File: config.mk
export PLATFORM = sky130hd
export DESIGN_NAME = br_resolve_arb
export DESIGN_NICKNAME = d
export VERILOG_FILES = /design/src/rtl/br_resolve_arb_pkg.sv /design/src/rtl/br_oldest_sel.sv /design/src/rtl/br_resolve_arb.sv
export SDC_FILE = /design/constraint.sdc
export NUM_CORES = 1
export LEC_CHECK = 0
export CORE_MARGIN = 3
export CORE_UTILIZATION = 40
export CTS_CLUSTER_SIZE = 24
export DETAILED_ROUTE_END_ITERATION = 16
export MAX_ROUTING_LAYER = met4
export PLACE_DENSITY_LB_ADDON = 0.08
export SLEW_MARGIN = 20
export SYNTH_ARGS = -nofsm -noshare
export SYNTH_HDL_FRONTEND = slang
export SYNTH_SLANG_ARGS = --single-unit
File: constraint.sdc
create_clock -name clk -period 4.2 [get_ports clk]
set_input_delay 1.26 -clock clk [delete_from_list [all_inputs] [get_ports clk]]
set_output_delay 1.26 -clock clk [all_outputs]
set_load 0.02 [all_outputs]
File: src/rtl/br_resolve_arb_pkg.sv
// ============================================================================
// Module  : br_resolve_arb_pkg
// Brief   : Shared branch-resolution widths and state encodings.
// Revision: 1.0 - initial release
// ============================================================================
`default_nettype none

package br_resolve_arb_pkg;

    localparam int BR_MASK_W  = 4;
    localparam int BR_STATE_W = 2;

    localparam logic [1:0] BR_NONE       = 2'b00;
    localparam logic [1:0] BR_PR_CORRECT = 2'b01;
    localparam logic [1:0] BR_PR_WRONG   = 2'b10;

endpackage

`default_nettype wire

File: src/rtl/br_oldest_sel.sv
// ============================================================================
// Module  : br_oldest_sel
// Brief   : Picks the oldest wrong candidate, else the lowest-index correct one.
// Revision: 1.0 - initial release
// ============================================================================
`default_nettype none

module br_oldest_sel #(
    parameter int W = 4
) (
    input  logic [W-1:0]   cand_valid,
    input  logic [W-1:0]   cand_wrong,
    input  logic [W*W-1:0] cand_dep,
    output logic           sel_any,
    output logic           sel_wrong,
    output logic [W-1:0]   sel_bit
);

    localparam logic [W-1:0] c_one = {{(W-1){1'b0}}, 1'b1};

    logic [W-1:0] w_wrong_vec;
    logic [W-1:0] w_correct_vec;
    logic [W-1:0] w_oldest;
    logic [W-1:0] w_pool;

    always_comb begin
        w_wrong_vec   = cand_valid & cand_wrong;
        w_correct_vec = cand_valid & ~cand_wrong;
        w_oldest      = '0;
        // A wrong candidate is oldest when no other wrong candidate is in its dep mask
        for (int i = 0; i < W; i++) begin
            w_oldest[i] = w_wrong_vec[i] && ((cand_dep[i*W +: W] & w_wrong_vec) == '0);
        end
        sel_wrong = |w_wrong_vec;
        sel_any   = |cand_valid;
        if (sel_wrong) begin
            w_pool = (|w_oldest) ? w_oldest : w_wrong_vec;
        end else begin
            w_pool = w_correct_vec;
        end
        sel_bit = w_pool & (~w_pool + c_one);
    end

endmodule

`default_nettype wire

File: src/rtl/br_resolve_arb.sv
// ============================================================================
// Module  : br_resolve_arb
// Brief   : Collects resolved branches from FU ports and issues one per cycle.
// Revision: 1.0 - initial release
// ============================================================================
`default_nettype none

module br_resolve_arb #(
    parameter int BR_MASK_W   = br_resolve_arb_pkg::BR_MASK_W,
    parameter int NUM_BR_PORT = 2,
    parameter int BR_STATE_W  = br_resolve_arb_pkg::BR_STATE_W
) (
    input  logic                           clk,
    input  logic                           rst,
    input  logic [NUM_BR_PORT-1:0]         fu_br_valid_i,
    input  logic [NUM_BR_PORT-1:0]         fu_br_wrong_i,
    input  logic [NUM_BR_PORT*BR_MASK_W-1:0] fu_br_bit_i,
    input  logic [NUM_BR_PORT*BR_MASK_W-1:0] fu_br_dep_mask_i,
    output logic [BR_STATE_W-1:0]          br_state_o,
    output logic [BR_MASK_W-1:0]           br_bit_o,
    output logic [BR_MASK_W-1:0]           br_dep_mask_o,
    output logic [BR_MASK_W-1:0]           pend_o
);

    import br_resolve_arb_pkg::BR_NONE;
    import br_resolve_arb_pkg::BR_PR_CORRECT;
    import br_resolve_arb_pkg::BR_PR_WRONG;

    localparam int W = BR_MASK_W;

    logic [W-1:0]          r_tv;
    logic [W-1:0]          r_tw;
    logic [W*W-1:0]        r_td;
    logic [BR_STATE_W-1:0] r_state;
    logic [W-1:0]          r_bit;
    logic [W-1:0]          r_dep;

    logic [W-1:0]   w_clr;
    logic [W-1:0]   w_kill;
    logic [W-1:0]   w_cv;
    logic [W-1:0]   w_cw;
    logic [W*W-1:0] w_cd;
    logic [W-1:0]   w_arr_dep;
    logic           w_sel_any;
    logic           w_sel_wrong;
    logic [W-1:0]   w_sel;
    logic [W-1:0]   w_sel_dep;
    logic [W-1:0]   w_squash;
    logic [W-1:0]   w_nv;

    // Candidate build: the resolution currently on the outputs filters the table and arrivals
    always_comb begin
        w_clr     = (r_state == BR_PR_CORRECT) ? r_bit : '0;
        w_kill    = (r_state == BR_PR_WRONG)   ? r_bit : '0;
        w_cv      = '0;
        w_cw      = '0;
        w_cd      = '0;
        w_arr_dep = '0;
        for (int i = 0; i < W; i++) begin
            if (r_tv[i] && ((r_td[i*W +: W] & w_kill) == '0)) begin
                w_cv[i]        = 1'b1;
                w_cw[i]        = r_tw[i];
                w_cd[i*W +: W] = r_td[i*W +: W] & ~w_clr;
            end
        end
        // Descending port order lets the lower port win a duplicated bit
        for (int k = NUM_BR_PORT - 1; k >= 0; k--) begin
            w_arr_dep = fu_br_dep_mask_i[k*W +: W];
            for (int i = 0; i < W; i++) begin
                if (fu_br_valid_i[k] && fu_br_bit_i[k*W + i] && !r_tv[i] &&
                    ((w_arr_dep & w_kill) == '0)) begin
                    w_cv[i]        = 1'b1;
                    w_cw[i]        = fu_br_wrong_i[k];
                    w_cd[i*W +: W] = w_arr_dep & ~w_clr;
                end
            end
        end
    end

    br_oldest_sel #(
        .W (W)
    ) u_sel (
        .cand_valid (w_cv),
        .cand_wrong (w_cw),
        .cand_dep   (w_cd),
        .sel_any    (w_sel_any),
        .sel_wrong  (w_sel_wrong),
        .sel_bit    (w_sel)
    );

    always_comb begin
        w_sel_dep = '0;
        w_squash  = w_sel_wrong ? w_sel : '0;
        w_nv      = '0;
        for (int i = 0; i < W; i++) begin
            if (w_sel[i]) begin
                w_sel_dep = w_sel_dep | w_cd[i*W +: W];
            end
            w_nv[i] = w_cv[i] && !w_sel[i] && ((w_cd[i*W +: W] & w_squash) == '0);
        end
    end

    always_ff @(posedge clk) begin
        if (rst) begin
            r_tv    <= '0;
            r_tw    <= '0;
            r_td    <= '0;
            r_state <= BR_NONE;
            r_bit   <= '0;
            r_dep   <= '0;
        end else begin
            r_tv    <= w_nv;
            r_tw    <= w_cw;
            r_td    <= w_cd;
            r_state <= !w_sel_any ? BR_NONE : (w_sel_wrong ? BR_PR_WRONG : BR_PR_CORRECT);
            r_bit   <= w_sel;
            r_dep   <= w_sel_dep;
        end
    end

    assign br_state_o    = r_state;
    assign br_bit_o      = r_bit;
    assign br_dep_mask_o = r_dep;
    assign pend_o        = r_tv;

endmodule

`default_nettype wire

==> results of run 1 <==
[routing by layer]
| layer | part of all wire | global-route usage |
|---|---|---|
| met1 | 0.45 | 0.3824 |
| met2 | 0.44 | 0.4406 |
| met4 | 0.043 | 0.1165 |
| met3 | 0.071 | 0.04220 |
| met5 | 0 | - |
[synth_stat cells, drive strengths merged, types with 4 or more instances]
cell,instances,area share
nor2,46,0.071
dfxtp,34,0.27
or2,7,0.019
o211ai,5,0.017
nor3,6,0.012
o31a,5,0.018
a21oi,5,0.013
nand3b,4,0.012
or3,4,0.010
buf,8,0.029
o31ai,17,0.055
nand3,12,0.024
nor2b,8,0.020
a31o,9,0.032
a31oi,5,0.013
o32ai,4,0.014
a211oi,4,0.012
nand4b,5,0.018
o21ai,7,0.019
a22oi,7,0.023
clkbuf,6,0.0091
nand2,23,0.035
nand2b,4,0.013
nand4,13,0.033
o22ai,7,0.020
[final timing paths]
kind	endpoint	slack (ps)
setup / recovery	br_dep_mask_o[0]	110
setup reg to reg	br_dep_mask_o[0]	830
hold reg to reg	r_tw[0]	700
hold / removal	r_tw[0]	700
[power by group through the flow]
| stage | clock network, mW | logic (mW) | registers, mW |
|---|---|---|---|
| after floorplan | 0 | 0.689 | 0.518 |
| after global placement | 0 | 1.40 | 0.516 |
| after detailed placement | 0 | 1.39 | 0.516 |
| after CTS | 0.261 | 1.40 | 0.508 |
| after global routing | 0.275 | 1.55 | 0.518 |
| final | 0.257 | 1.45 | 0.514 |
[sequential cells by signal, summed over array words and instances (netlist names)]
| register | count |
|---|---|
| r_tw | 4 |
| r_td | 16 |
| pend_o | 4 |
| br_bit_o | 4 |
| br_state_o | 2 |
| br_dep_mask_o | 4 |
[cells by family after synthesis]
family,share of synthesized area
AOI/OAI and AO/OA,0.3406
and+or+nand+nor,0.3153
muxes,0.02876
DFF,0.2745
buffers and inverters,0.04086
[layout make-up]
type | instances | area (µm²)
sequential | 34 | 680.7
tap | 75 | 93.84
clock buffer | 6 | 82.58
timing repair buffer | 124 | 1035
clock inverter | 2 | 12.51
inverter | 2 | 7.507
fill | 574 | 2312
multi-input combinational | 249 | 1732
[timing repair]
item / 4_1_cts / 5_1_grt
setup endpoints to repair: 0 / 8
buffers inserted: 0 / 5
gates resized for setup: 0 / 10
[critical path: cells and delay by family]
family	cells	cell delay [ps]
simple gates	2	720
mux	1	200
compound gates	7	1330
buf+inv	3	770
==> flow_summary.toml, run 1 <==
[status]
status = "complete, no violations"

[global_route]
antenna_found_initial = 0
grt_max_degree = 20
gr-usage-all-layers = 0.2887
grt_pass1_vias = 2905
overflow = 0
grt_pass1_wl_um = 15820

[synth]
ys_types = 75
synth_area_mm2 = 0.002480
synth_flop_cell = "dfxtp_1"
synthArstFlopShare = 0
ys_warn_count = 0
syn_inst = 299
synth-edff-count = 0
synth_nets = 321
ys_seq_area_frac = 0.2745
syn_area_per_cell_um2 = 8.294
ys_seq_elements = 34

[timing]
setup_tns_ps = 0
clock_skew_ps = 5.504
slew_viol_final = 0
hold_viol = 0
max_slew_margin = 0.6402
fin_hold_ws_ps = 702.4
setup_ws_ps = 111.1
setup_viol = 0
period_needed_ps = 4089
period_share = 0.9736
fmax_mhz = 244.6
worst_slew_pin_slew_ps = 538.0

[layout]
n_antenna_cell = 0
nNetsFinal = 438
final_cell_mix = "buf_4, nor2_1, clkdlybuf4s50_1"
drive_above_1_share = 0.3213
final_common_cell = "buf_4"
finalInstanceArea_mm2 = 0.003643
stdcell_count = 492
syn_to_final_growth_pct = 46.92
fin_util = 0.6118

[placement]
placed_cell_area_mm2 = 0.003473
pre_cts_slack_ps = -258.5
dp_hpwl_um = 7728
gp_congestion = 0.9735
dp.cells = 479
place.port_buffers = 35

[run]
drv_cap = 0

[setup_path]
cp-startpoint = "fu_br_dep_mask_i[4]"
r2r_start = "br_bit_o[0]"
cp-end-kind = "register"
cp_slowest_cell = "or4_4"
reg2regPathDepth = 10
crit_path_frequent_cell = "buf_4"
worstSetupPathType = "in2reg"
path_cells = "clkdlybuf4s50_1 -> a22o_1 -> o21ai_4 -> buf_4 -> a32o_1 -> mux2_4 -> o211ai_1 -> buf_4 -> o22ai_2 -> o211ai_2 -> and2_4 -> or4_4 -> o22ai_1"
startpoint_type = "primary input"
worst_ep_arrival_time_ps = 4310
worstPathMaxFanout = 8
slowest_delay_ps = 540
required_ps = 4420

[power]
switching_share = 0.4332
power.internal_mw = 1.261
pwr-share-clk = 0.116
power_frac_comb = 0.654
power.leakage_nw = 1.429
finalPower_mw = 2.225
p_sw_mw = 0.9638
peakVddDrop_mv = 0.3080
p_seq_frac = 0.231
power_density_mw_per_mm2 = 610.6

[clocking]
clk-insertion-delay-late_ps = 290
clkTransAtPathRegs_ps = 70
ctsLongestPathBuffers = 2
cts_root_buffer = "clkbuf_8"
cts_max_level = 2
cts_tree = "done"
cts_hold_buf = 0
clock_sinks = 34
cts_buffers = 5

[worst_hold_path]
hold_depth = 3
min_from = "r_tw[0]"
hp-class = "reg2reg"

[floorplanning]
die_area_mm2 = 0.007181
die_x_um = 84.74
pin_count = 36
core_area_mm2 = 0.005956
start_util = 0.4164
num_rows = 28
die_h_um = 84.74

[route]
first_iter_violations = 399
first_pass_iters = 5
routed_wl_um = 10050
postRouteAntennaNets = 0
viasPerCell = 6.089
wire_per_inst_um = 20.43
vias = 2996
drcViolationCount = 0
No activity file was read; power rests on OpenSTA's default activity.
==> run 2, diff against run 1 <==
--- a/config.mk
+++ b/config.mk
@@ -9,6 +9,7 @@
 export CORE_UTILIZATION = 40
 export CTS_CLUSTER_SIZE = 24
 export DETAILED_ROUTE_END_ITERATION = 16
+export DONT_BUFFER_PORTS = 1
 export MAX_ROUTING_LAYER = met4
 export PLACE_DENSITY_LB_ADDON = 0.08
 export SLEW_MARGIN = 20
==> run 2 against run 1 <==
Against the previous run: critical path depth decreased by 2; cell count is 21% lower; maximum frequency rose by 7.3%; total power fell by 20%; sequential cell count did not move; non-clock buffer count decreased by 101; sequential power is 9.7% higher; clock power down 3%; register-to-register slack lost 280 ps; worst setup slack gained 280 ps; critical endpoint is now br_dep_mask_o[1]; largest cell class unchanged; largest power group unchanged.
==> flow_summary.toml, run 2 (synthesis results as in run 1) <==
[setup_path]
worstSetupPathType = "in2reg"
cp-end-kind = "register"
crit_path_frequent_cell = "nor2_1"
crit_family = "compound AO/OA/AOI/OAI gates"
required_ps = 4350
path_cells = "a22oi_1 -> a21oi_2 -> nor2_1 -> buf_4 -> o311ai_1 -> o211ai_1 -> or2_2 -> a41oi_2 -> nor2_1 -> o32ai_1 -> o22ai_1"
r2r_setup_slack_ps = 550
slowest_delay_ps = 530
worstPathMaxFanout = 7
worst_ep_arrival_time_ps = 3960
r2r_start = "br_bit_o[2]"
cp-startpoint = "fu_br_dep_mask_i[0]"
path_buf_inv = 1
startpoint_type = "primary input"
cp_slowest_cell = "o311ai_1"

[layout]
syn_to_final_growth_pct = 10.80
final_cell_mix = "nor2_1, dfxtp_1, nand2_1, buf_4, o31ai_1"
ff_latch_area_um2 = 680.7
largest_reg_flops = 16
n_antenna_cell = 0
largest-register = "r_td"
final_common_cell = "nor2_1"
nNetsFinal = 337
drive_above_1_share = 0.1930
fillCellCount = 597
fin_util = 0.4613
multiInputGateArea_mm2 = 0.001698

[route]
viasPerCell = 6.870
drcViolationCount = 0
vias = 2686
first_pass_iters = 5
wire_per_inst_um = 23.51
postRouteAntennaNets = 0
first_iter_violations = 231
routed_wl_um = 9191

[global_route]
grt_pass1_vias = 2592
grt_pass1_wl_um = 14390
grt_max_degree = 34
antenna_found_initial = 0
overflow = 0
gr-usage-all-layers = 0.2674

[timing]
period_needed_ps = 3810
setup_tns_ps = 0
period_share = 0.9071
slew_viol_final = 0
setup_viol = 0
max_slew_margin = 0.5275
fmax_mhz = 262.5
clock_skew_ps = 8.599
worst_slew_pin_slew_ps = 703.9
hold_viol = 0
setup_ws_ps = 390.1
rsz0062_at_grt = "false"

[clocking]
cts_tree = "done"
post_cts_resized = 0
post_cts_buffers = 0
cts_hold_buf = 0
clkTransAtPathRegs_ps = 70
ctsLongestPathBuffers = 2
clk-insertion-delay-late_ps = 280
cts_buffers = 5
cts_root_buffer = "clkbuf_8"
cts_max_level = 2
clock_sinks = 34

[floorplanning]
pin_count = 36
die_h_um = 84.74
core_area_mm2 = 0.005956
num_rows = 28
die_x_um = 84.74
die_area_mm2 = 0.007181
start_util = 0.4164

[power]
peakVddDrop_mv = 0.2227
finalPower_mw = 1.785
power_density_mw_per_mm2 = 649.6
power.leakage_nw = 0.9639

[status]
status = "complete, no violations"

[placement]
gp_congestion = 0.9400
pre_cts_slack_ps = 122.3
dp_hpwl_um = 7141
place.port_buffers = 0

[run]
drv_cap = 0

[worst_hold_path]
hp-class = "reg2reg"
min_from = "r_td[10]"
[run 2: final cells by class]
type	count	area share
Sequential cell	34	0.2477
Clock inverter	2	0.004554
Inverter	2	0.002732
Multi-Input combinational cell	249	0.6179
Clock buffer	6	0.03005
Tap cell	75	0.03415
Timing Repair Buffer	23	0.06284
[run 2: through the flow]
stage / cells / cell area [µm²] / hold slack, ps
after floorplan: 299 / 2480 / 587.9
after global placement: 383 / 2653 / 654.2
after detailed placement: 383 / 2653 / 663.5
after CTS: 391 / 2748 / 674.5
after global routing: 391 / 2748 / 709.4
final: 391 / 2748 / 671.5
[run 2: final timing paths]
check,to,cells after the start
setup / recovery,br_dep_mask_o[1],11
hold / removal,r_td[10],3
setup reg to reg,br_dep_mask_o[1],11
hold reg to reg,r_td[10],3
[run 2: layer usage]
layer  GRT usage  up-vias  wire [µm]
met5           -        -          0
met3     0.05594       37        846
li1            -     1209          -
met2      0.4135      170       4212
met1      0.3383     1270       3809
met4      0.1108        0        323
[run 2: tightest hold or removal path, cell delays in order (launching register included)]
cell     delay, ps
dfxtp_1        320
nand2_1         60
a31o_1         210
nor2_1          50
[run 2: power by group]
part	switching (mW)	total, mW	internal [mW]
combinational	0.577	0.971	0.394
sequential	0.163	0.564	0.400
clock	0.119	0.250	0.132
total	0.860	1.78	0.925
==> run 3, diff against run 2 <==
--- a/config.mk
+++ b/config.mk
@@ -5,8 +5,9 @@
 export SDC_FILE = /design/constraint.sdc
 export NUM_CORES = 1
 export LEC_CHECK = 0
+export ABC_CLOCK_PERIOD_IN_PS = 3500
 export CORE_MARGIN = 3
-export CORE_UTILIZATION = 40
+export CORE_UTILIZATION = 44
 export CTS_CLUSTER_SIZE = 24
 export DETAILED_ROUTE_END_ITERATION = 16
 export DONT_BUFFER_PORTS = 1
==> constraint.sdc (replaced) <==
create_clock -name clk -period 3.5 [get_ports clk]
set_input_delay 1.05 -clock clk [delete_from_list [all_inputs] [get_ports clk]]
set_output_delay 1.05 -clock clk [all_outputs]
set_load 0.02 [all_outputs]
==> run 3 against run 2 <==
Against the previous run: critical path depth grew 1; die area fell by 8.5%; sequential power rose by 14%; worst setup slack worse by 350 ps; core utilization is 18 points higher; first-iteration DRC count grew 17%; count of clock-buffer cells in the layout stayed put; clock skew decreased by 2.9 ps; worst hold slack gained 42 ps; non-clock buffer count increased by 66; sequential cell count did not move.
==> flow_summary.toml, run 3 (synthesis results as in run 1) <==
[route]
viasPerCell = 6.440
vias = 2911
first_iter_violations = 270
first_pass_iters = 5
wire_per_inst_um = 22.00
routed_wl_um = 9943
drcViolationCount = 0
postRouteAntennaNets = 0

[power]
power.leakage_nw = 1.317
peakVddDrop_mv = 0.4757
power_density_mw_per_mm2 = 788.4

[timing]
max_slew_margin = 0.6570
hold_viol = 0
period_share = 0.9899
slew_viol_final = 0
fmax_mhz = 288.6
period_needed_ps = 3465
fin_hold_ws_ps = 713.8
worst_slew_pin_slew_ps = 513.8
clock_skew_ps = 5.718
setup_viol = 0

[setup_path]
cp-endpoint = "pend_o[2]"
worstPathMaxFanout = 9
required_ps = 3690
cp-end-kind = "register"
worst_ep_arrival_time_ps = 3650
cp-startpoint = "fu_br_dep_mask_i[4]"
r2r_start = "br_bit_o[2]"
worstReg2RegEnd = "br_dep_mask_o[1]"
r2r_setup_slack_ps = 160
worstSetupPathType = "in2reg"
startpoint_type = "primary input"
reg2regPathDepth = 9

[clocking]
clock_sinks = 34
cts_hold_buf = 0
cts_root_buffer = "clkbuf_8"
ctsLongestPathBuffers = 2
clk-insertion-delay-late_ps = 290
cts_max_level = 2
clkTransAtPathRegs_ps = 70
cts_tree = "done"
cts_buffers = 5

[placement]
dp_hpwl_um = 7497
place.port_buffers = 0
gp_congestion = 1.003
placed_cell_area_mm2 = 0.003103
dp.cells = 437

[status]
status = "complete, no violations"

[floorplanning]
num_rows = 26
start_util = 0.4706
core_area_mm2 = 0.005270
die_h_um = 81.08
die_x_um = 81.08
pin_count = 36
die_area_mm2 = 0.006573

[layout]
syn_to_final_growth_pct = 35.52
nNetsFinal = 403
drive_above_1_share = 0.3770
final_cell_mix = "buf_4, nor2_1, dfxtp_1"
n_antenna_cell = 0
stdcell_count = 452
fin_util = 0.6377
multiInputGateArea_mm2 = 0.001818
ff_latch_area_um2 = 680.7
final_common_cell = "buf_4"
finalInstanceArea_mm2 = 0.003361
fillCellCount = 474
largest-register = "r_td"
largest_reg_flops = 16

[worst_hold_path]
hp-class = "reg2reg"

[global_route]
grt_pass1_wl_um = 14780
gr-usage-all-layers = 0.3136
antenna_found_initial = 0
grt_max_degree = 34
overflow = 0
grt_pass1_vias = 2768

[run]
drv_cap = 0
==> run 3: final cells by class <==
type,instances,area share
Inverter,2,0.002234
Timing Repair Buffer,89,0.1999
Multi-Input combinational cell,249,0.5410
Tap cell,70,0.02606
Clock inverter,2,0.003723
Clock buffer,6,0.02457
Sequential cell,34,0.2025
==> run 3: worst min-delay path by stage <==
stage,cells after the start,from,end,slack (ps)
after CTS,3,r_td[11],r_td[11],700
after detailed placement,3,r_td[11],r_td[11],690
after global routing,3,r_td[11],r_td[11],760
final,3,r_td[11],r_td[11],710
after global placement,3,r_tw[0],r_tw[0],690
after floorplan,3,r_td[10],r_td[10],590
==> run 3: what timing repair did <==
action	4_1_cts	5_1_grt
gates resized for setup	1	19
buffers inserted	0	7
endpoints found under the hold margin	0	0
pin swaps	0	8
endpoints found under the setup margin	1	8
==> run 3: power breakdown <==
part | internal, mW | leakage, nW | switching [mW]
clock | 0.158 | 0.0472 | 0.143
sequential | 0.480 | 0.280 | 0.162
combinational | 0.839 | 0.990 | 0.867
total | 1.48 | 1.32 | 1.17
==> run 3: per-layer routing <==
| layer | vias to the layer above | GRT usage | part of all wire |
|---|---|---|---|
| li1 | 1340 | - | - |
| met1 | 1377 | 0.3924 | 0.41 |
| met2 | 158 | 0.4836 | 0.46 |
| met3 | 36 | 0.05654 | 0.080 |
| met4 | 0 | 0.1588 | 0.046 |
| met5 | - | - | 0 |
==> run 3: metrics by stage <==
stage               power, mW  setup WS (ps)  TNS (ps)
CTS                     2.474         -2.995    -2.995
detailed placement      2.164         -294.6     -1621
finish                  2.650          35.38         0
global placement        2.158         -302.5     -1435
global route            2.781         -27.55    -44.19
floorplan               1.455         -22.76    -45.52
==> run 3: worst max-delay path, cell delays in order <==
cell and delay [ps]:
a22o_1 250, o21ai_4 210, buf_6 170, buf_4 140, nand4_1 90, a31o_1 270
o211ai_1 320, or2_4 220, o311a_1 220, a21boi_0 250, o21ai_1 100, a2111oi_2 360
